===== src/rtl/demux1_4_32_buf.sv =====
// demux1_4_32_buf: 1-to-4 valid/ready router; each channel owns a one-entry holding register.
// Optional per-channel drain counters are built when DEMUX_COUNT_EN is defined.
module demux1_4_32_buf #(
  parameter int WIDTH = 32,
  parameter int CNT_W = 8
) (
  input  logic               clk,
  input  logic               rst_n,
  input  logic [1:0]         switch,
  input  logic               in_valid,
  input  logic [WIDTH-1:0]   in_data,
  output logic               in_ready,
  output logic [3:0]         out_valid,
  output logic [WIDTH-1:0]   out_data_0,
  output logic [WIDTH-1:0]   out_data_1,
  output logic [WIDTH-1:0]   out_data_2,
  output logic [WIDTH-1:0]   out_data_3,
  input  logic [3:0]         out_ready,
  input  logic               cnt_clr,
  output logic [4*CNT_W-1:0] cnt_bus
);

  typedef enum logic {EMPTY = 1'b0, FULL = 1'b1} ch_state_e;

  ch_state_e        state_q [4];
  ch_state_e        state_d [4];
  logic [WIDTH-1:0] buf_q   [4];
  logic [WIDTH-1:0] buf_d   [4];
  logic [3:0]       full;
  logic [3:0]       drn;
  logic [3:0]       acc_vec;
  logic             acc;

  always_comb begin
    full = '0;
    for (int i = 0; i < 4; i++) full[i] = (state_q[i] == FULL);
  end

  // A full channel still accepts when its consumer drains in the same cycle.
  assign in_ready = ~full[switch] | out_ready[switch];
  assign acc      = in_valid & in_ready;
  assign drn      = full & out_ready;

  always_comb begin
    acc_vec = '0;
    if (acc) acc_vec[switch] = 1'b1;
  end

  always_comb begin
    for (int i = 0; i < 4; i++) begin
      state_d[i] = state_q[i];
      buf_d[i]   = buf_q[i];
      case (state_q[i])
        EMPTY:   if (acc_vec[i]) state_d[i] = FULL;
        FULL:    if (drn[i] && !acc_vec[i]) state_d[i] = EMPTY;
        default: state_d[i] = EMPTY;
      endcase
      if (acc_vec[i]) buf_d[i] = in_data;
    end
  end

  always_ff @(posedge clk) begin
    if (!rst_n) begin
      for (int i = 0; i < 4; i++) begin
        state_q[i] <= EMPTY;
        buf_q[i]   <= '0;
      end
    end else begin
      for (int i = 0; i < 4; i++) begin
        state_q[i] <= state_d[i];
        buf_q[i]   <= buf_d[i];
      end
    end
  end

  assign out_valid  = full;
  assign out_data_0 = buf_q[0];
  assign out_data_1 = buf_q[1];
  assign out_data_2 = buf_q[2];
  assign out_data_3 = buf_q[3];

`ifdef DEMUX_COUNT_EN
  logic [CNT_W-1:0] cnt_q [4];
  logic [CNT_W-1:0] cnt_d [4];

  always_comb begin
    for (int i = 0; i < 4; i++) begin
      cnt_d[i] = cnt_q[i];
      if (cnt_clr) cnt_d[i] = '0;
      else if (drn[i] && (cnt_q[i] != {CNT_W{1'b1}})) cnt_d[i] = cnt_q[i] + CNT_W'(1);
    end
  end

  always_ff @(posedge clk) begin
    if (!rst_n) begin
      for (int i = 0; i < 4; i++) cnt_q[i] <= '0;
    end else begin
      for (int i = 0; i < 4; i++) cnt_q[i] <= cnt_d[i];
    end
  end

  assign cnt_bus = {cnt_q[3], cnt_q[2], cnt_q[1], cnt_q[0]};
`else
  // Counters absent: cnt_clr is folded in only so the port is not left dangling.
  assign cnt_bus = {(4*CNT_W){cnt_clr & 1'b0}};
`endif

endmodule


===== config.mk =====
export PLATFORM = sky130hd
export DESIGN_NAME = demux1_4_32_buf
export DESIGN_NICKNAME = d
export VERILOG_FILES = /design/src/rtl/demux1_4_32_buf.sv
export SDC_FILE = /design/constraint.sdc
export NUM_CORES = 1
export LEC_CHECK = 0
export ABC_AREA = 1
export CAP_MARGIN = 20
export CORE_MARGIN = 2
export CORE_UTILIZATION = 47
export DETAILED_ROUTE_END_ITERATION = 8
export PLACE_DENSITY = 0.8
export SLEW_MARGIN = 5
export SYNTH_ARGS = -nofsm -noshare
export SYNTH_HDL_FRONTEND = slang
export SYNTH_SLANG_ARGS = --single-unit

===== constraint.sdc =====
create_clock -name clk -period 1.55 [get_ports clk]
set_clock_uncertainty 0.1 [all_clocks]
set_input_delay 0.155 -clock clk [delete_from_list [all_inputs] [get_ports clk]]
set_output_delay 0.155 -clock clk [all_outputs]
set_load 0.02 [all_outputs]

After elaboration in Yosys (flattened, before gate mapping)
Memory sizes are Yosys's and may differ from the RTL's.
Index checks and enable logic that the tools add are counted.

word-level totals
  bits in registers = 0
  RAM bits = 132
  input bits = 42
  word-level logic and storage cells = 62
  memories kept = 2

memories
  memory   depth  bits a word  rd ports  clocked after Yosys merged registers in  write ports  RTL line  text
  buf_q    4      32           4         0                                        4            27        logic [WIDTH-1:0] buf_q [4];
  state_q  4      1            4         0                                        4            25        ch_state_e state_q [4];

cells by class
  order comparisons = 2
  multiplexer cells = 33
  bitwise operators = 16
  reductions and logical operators = 9

operator list
  kind                                                                    count
  32-bit two-way mux                                                      8
  1-bit two-way mux                                                       17
  1-bit OR                                                                9
  1-bit case mux with 2 select lines                                      4
  1-bit logical AND                                                       5
  1-bit inverter                                                          5
  4-bit AND                                                               1
  1-bit binary-select mux with 2-bit select                               2
  1-bit logical NOT                                                       4
  4-bit two-way mux                                                       1
  2-bit by 3-bit < comparator with 1-bit output (second input constant)   1
  1-bit demux with 2-bit select                                           1
  2-bit by 1-bit >= comparator with 1-bit output (second input constant)  1
  1-bit AND                                                               1

Longest topological paths before layout
An unclocked memory read counts as a cell.

  depth in word-level cells = 12
  gate-level depth with buffers = 12
  gate-level depth less buffers = 10

Worst setup path before layout
OpenSTA, ideal clock, no wires.

  path type = input port to flip-flop
  start = input switch[1]
  end = memory buf_q[0][23]
  library setup time = 0.110 ns
  arrival time = 1.127 ns
  data required time = 1.340 ns
  path slack = 0.213 ns
  cell stages on the path = 11
  path buffers = 3
  path through = buf_4 nor2_8 nand2_1 nand2_1 nor2_2 nand2_4 buf_6 buf_6 nand4_1 nand2_1 nor2_1

RTL lines
  element          RTL line  text
  start, declared  9         input logic [1:0] switch,
  end, declared    27

==> summary by stage <==
Worst hold path
The type of the most critical hold path is primary input to register.

Route
The via total after detailed routing is 6931. Once detail routing completed, the nets flagged for antenna violations numbered 0. The first detailed-routing pass ran for 6 iterations.

For this run, design rule violations remaining after detail routing come to 0. After the first detailed-routing iteration, the DRC count stood at 570. Dividing the detail-routed via count by the number of cells gives 4.793. Wires add up to 20.40 mm.

In the final routed layout, each cell accounts on average for 14.11 um.

Synth
The fraction of registers with async set/reset is 0%. The number of enable flip-flop cells after synthesis is 0. In the synthesized netlist, the cells that appear most often are 273 x sky130_fd_sc_hd__nand2_1, 257 x sky130_fd_sc_hd__inv_1, 132 x sky130_fd_sc_hd__dfxtp_1. Of the total synthesized cell area, the portion taken by AND, OR, NAND and NOR gates is 35.10%. The average instance area after synthesis is 6.352 um^2. Of the total synthesized cell area, the portion taken by XOR and XNOR cells is 0%.

The synthesized netlist devotes 0.2921% of its cell area to compound gates. The multiplexer fraction of the synthesized cell area is 0%. Synthesis instantiated 19 different standard cells from the library. Of the total synthesized cell area, the portion taken by full adders, half adders and majority gates is 0%.

The synthesized netlist occupies a cell area of 6854 um^2. The post-synthesis sequential area ratio is 38.55%. The most frequently used cell type in the post-synthesis netlist is sky130_fd_sc_hd__nand2_1. The area share of the largest cell type after synthesis is 38.55%. Synthesis produced a netlist whose cell count is 1079. In the post-synthesis netlist, the biggest area contributors are sky130_fd_sc_hd__dfxtp_1 39%, sky130_fd_sc_hd__nand2_1 15%, sky130_fd_sc_hd__inv_1 14%. Among all flip-flop cells after synthesis, the most frequent one is sky130_fd_sc_hd__dfxtp_1. The largest area contributor in the synthesized netlist is sky130_fd_sc_hd__dfxtp_1. By area, the combinational part of the netlist is dominated by simple AND/OR/NAND/NOR gates.

In this run, synthesis produced a sequential element count of 132. The synthesis warning total is 0.

Pwr
Summed over all cells, the static leakage comes to 5.384 nW. The design draws 9.869 mW. The total power density per cell area is 1020 nW/um^2. VDD sags by at most 690.9 uV.

Outcome
The run finished, with violations left. The final reports fail on setup timing.

Place
The count of buffers added on input and output ports is 173. The placer's final routability congestion estimate is 0.8512. The detailed placer's ending HPWL is 12.60 mm.

The number of placed instances, taps included, is 1404.

Setup path
The endpoint identified for the worst register-to-register timing path is buf_q[3][2]. Along the worst path, the maximum fanout reaches 6. The worst setup slack for register-to-register paths is -10 ps. The worst register-to-register path begins at state_q[0]. For the worst setup path, the data required time is 1290 ps. STA classifies the critical path endpoint as an output pin. The end point of the critical path is in_ready. The worst setup path is launched from a register. The critical path is of the register to output pin type. Data arrives at the worst endpoint at 1320 ps. The worst register-to-register path has a depth of 11. Tracing the worst setup path back leads to its startpoint at state_q[0].

Timing
Setup repair after global routing could not meet its margin everywhere. The final sum of negative setup slack is -45.35 ps. Across all setup checks in the final design, the least slack found is -23.07 ps. The number of hold-slack violations in the final timing report was 0.

The number of setup violations in the final report is 4. The fmax is 0.6357 GHz. After layout, the worst path uses 101.5% of the clock period. The final period demand of the worst path is 1573 ps. The final-report max-slew violation count is 0.

Hold timing on the final database bottoms out at a slack of 168.5 ps.

Global routing
The global-route wire length before repair is 31.25 mm. The maximum number of pins on one net before global-route repair is 71. The via count of the first global-routing pass is 6115.

The initial antenna violation count is 0. The global-route total usage across every layer is 24.88%. After global routing the overflow that remains totals 0.

Die
The core outline area is 14370 um^2. Measured along the y axis, the die boundary spans 124.8 um. Measured along the x axis, the die boundary spans 124.8 um.

The floorplan has 44 rows. The die covers 15570 um^2. The number of placed I/O pins is 207. The initial utilization of the core area, before any placement, comes to 47.70%.

Final layout
Excluding fillers, the count of instances in the completed layout stands at 1446. The post-route netlist has 16.09% of its cells at a drive strength greater than 1. The number of nets at the end of the flow is 1291. For this run, the share of the core covered by cells in the final layout is 67.32%. The number of antenna cells inserted is 0.

Compared with the post-synthesis result, the final layout area differs by 41.13%.

Job
Max-cap violations in this run came to 0.

Clocking
The clock tree buffer depth is 2. The CTS tree is done. The CTS root buffer is sky130_fd_sc_hd__clkbuf_16. The clock network latency to the later pin of the worst-skew pair is 420 ps. Clock-pin slew was measured on the worst setup and hold paths at 60 ps.

In this run, CTS created clock tree buffers numbering 17. For this design, the sink count on the clock tree is 132. The H-tree was split into 4 levels.
==> cell type report <==
cell class                 count  area (um^2)
fill                        1247         4696
multi-input combinational    577         2809
sequential                   132         2645
timing repair buffer         225         2245
inverter                     296         1111
clock buffer                  22        454.2
tap                          184        230.2
clock inverter                10        178.9
==> power by group <==
part / switching [mW] / internal (mW) / total (mW)
clock: 1.48 / 2.89 / 4.37
combinational: 1.14 / 0.681 / 1.82
sequential: 0.103 / 3.58 / 3.69
total: 2.72 / 7.15 / 9.87
==> kinds of logic (layout without fill, tap and decap cells) <==
| group | count (synthesis) | in the layout |
|---|---|---|
| AO/OA/AOI/OAI | 4 | 4 |
| buffers and inverters | 401 | 553 |
| flip-flops | 132 | 132 |
| other | 1 | 32 |
| AND/OR/NAND/NOR | 541 | 541 |
==> placed cells by master, fill, tap and decap left out, drive strengths merged <==
cell type,n
dfxtp,132
inv,296
conb,32
nand3,7
nand2,274
dlygate4sd3,1
dlygate4sd2,134
clkdlybuf4s50,36
clkinv,5
nand4,128
nor2,132
bufinv,5
clkbuf,24
a21oi,4
buf,52
==> state kept, by name, indices dropped and copies added (netlist names) <==
name and count:
buf_q 128, state_q 4
==> worst min path at each step <==
| stage | from | to | slack [ps] | cells past startpoint |
|---|---|---|---|---|
| final | in_valid | buf_q[0][23] | 170 | 4 |
| after global routing | in_valid | buf_q[0][23] | 180 | 4 |
| after CTS | in_valid | buf_q[0][23] | 150 | 4 |
| after detailed placement | buf_q[0][15] | buf_q[0][15] | 400 | 4 |
| after global placement | buf_q[2][20] | buf_q[2][20] | 390 | 4 |
| after floorplan | out_ready[0] | state_q[0] | 220 | 3 |
==> metal layers <==
metal	routed length, um	track usage, %
met4	516	9.584
met3	1559	5.971
met1	8657	31.47
met2	9665	41.02
met5	0	0
==> worst max-delay path: stages (launching register included) <==
cell	delay, ps
sky130_fd_sc_hd__dfxtp_2	330
sky130_fd_sc_hd__nand2_1	50
sky130_fd_sc_hd__nand2_1	50
sky130_fd_sc_hd__nand2_1	80
sky130_fd_sc_hd__nand2_2	70
sky130_fd_sc_hd__nand2_4	120
sky130_fd_sc_hd__buf_2	200
==> stage by stage <==
| stage | setup WS, ps | instance area [um^2] |
|---|---|---|
| CTS | -76.73 | 9479 |
| detailed placement | -596.3 | 8737 |
| floorplan | 213.1 | 6970 |
| global placement | -543.5 | 8737 |
| global route | -110.3 | 9673 |
| finish | -23.07 | 9673 |
==> repair_timing <==
item,CTS,global route
cloned,4,2
hold endpoints to repair,11,0
hold buffers,1,0
resized for setup,181,72
endpoints found under the setup margin,264,130
pin swaps,19,32
buffers inserted,6,1
(Power assumes the default switching activity.)
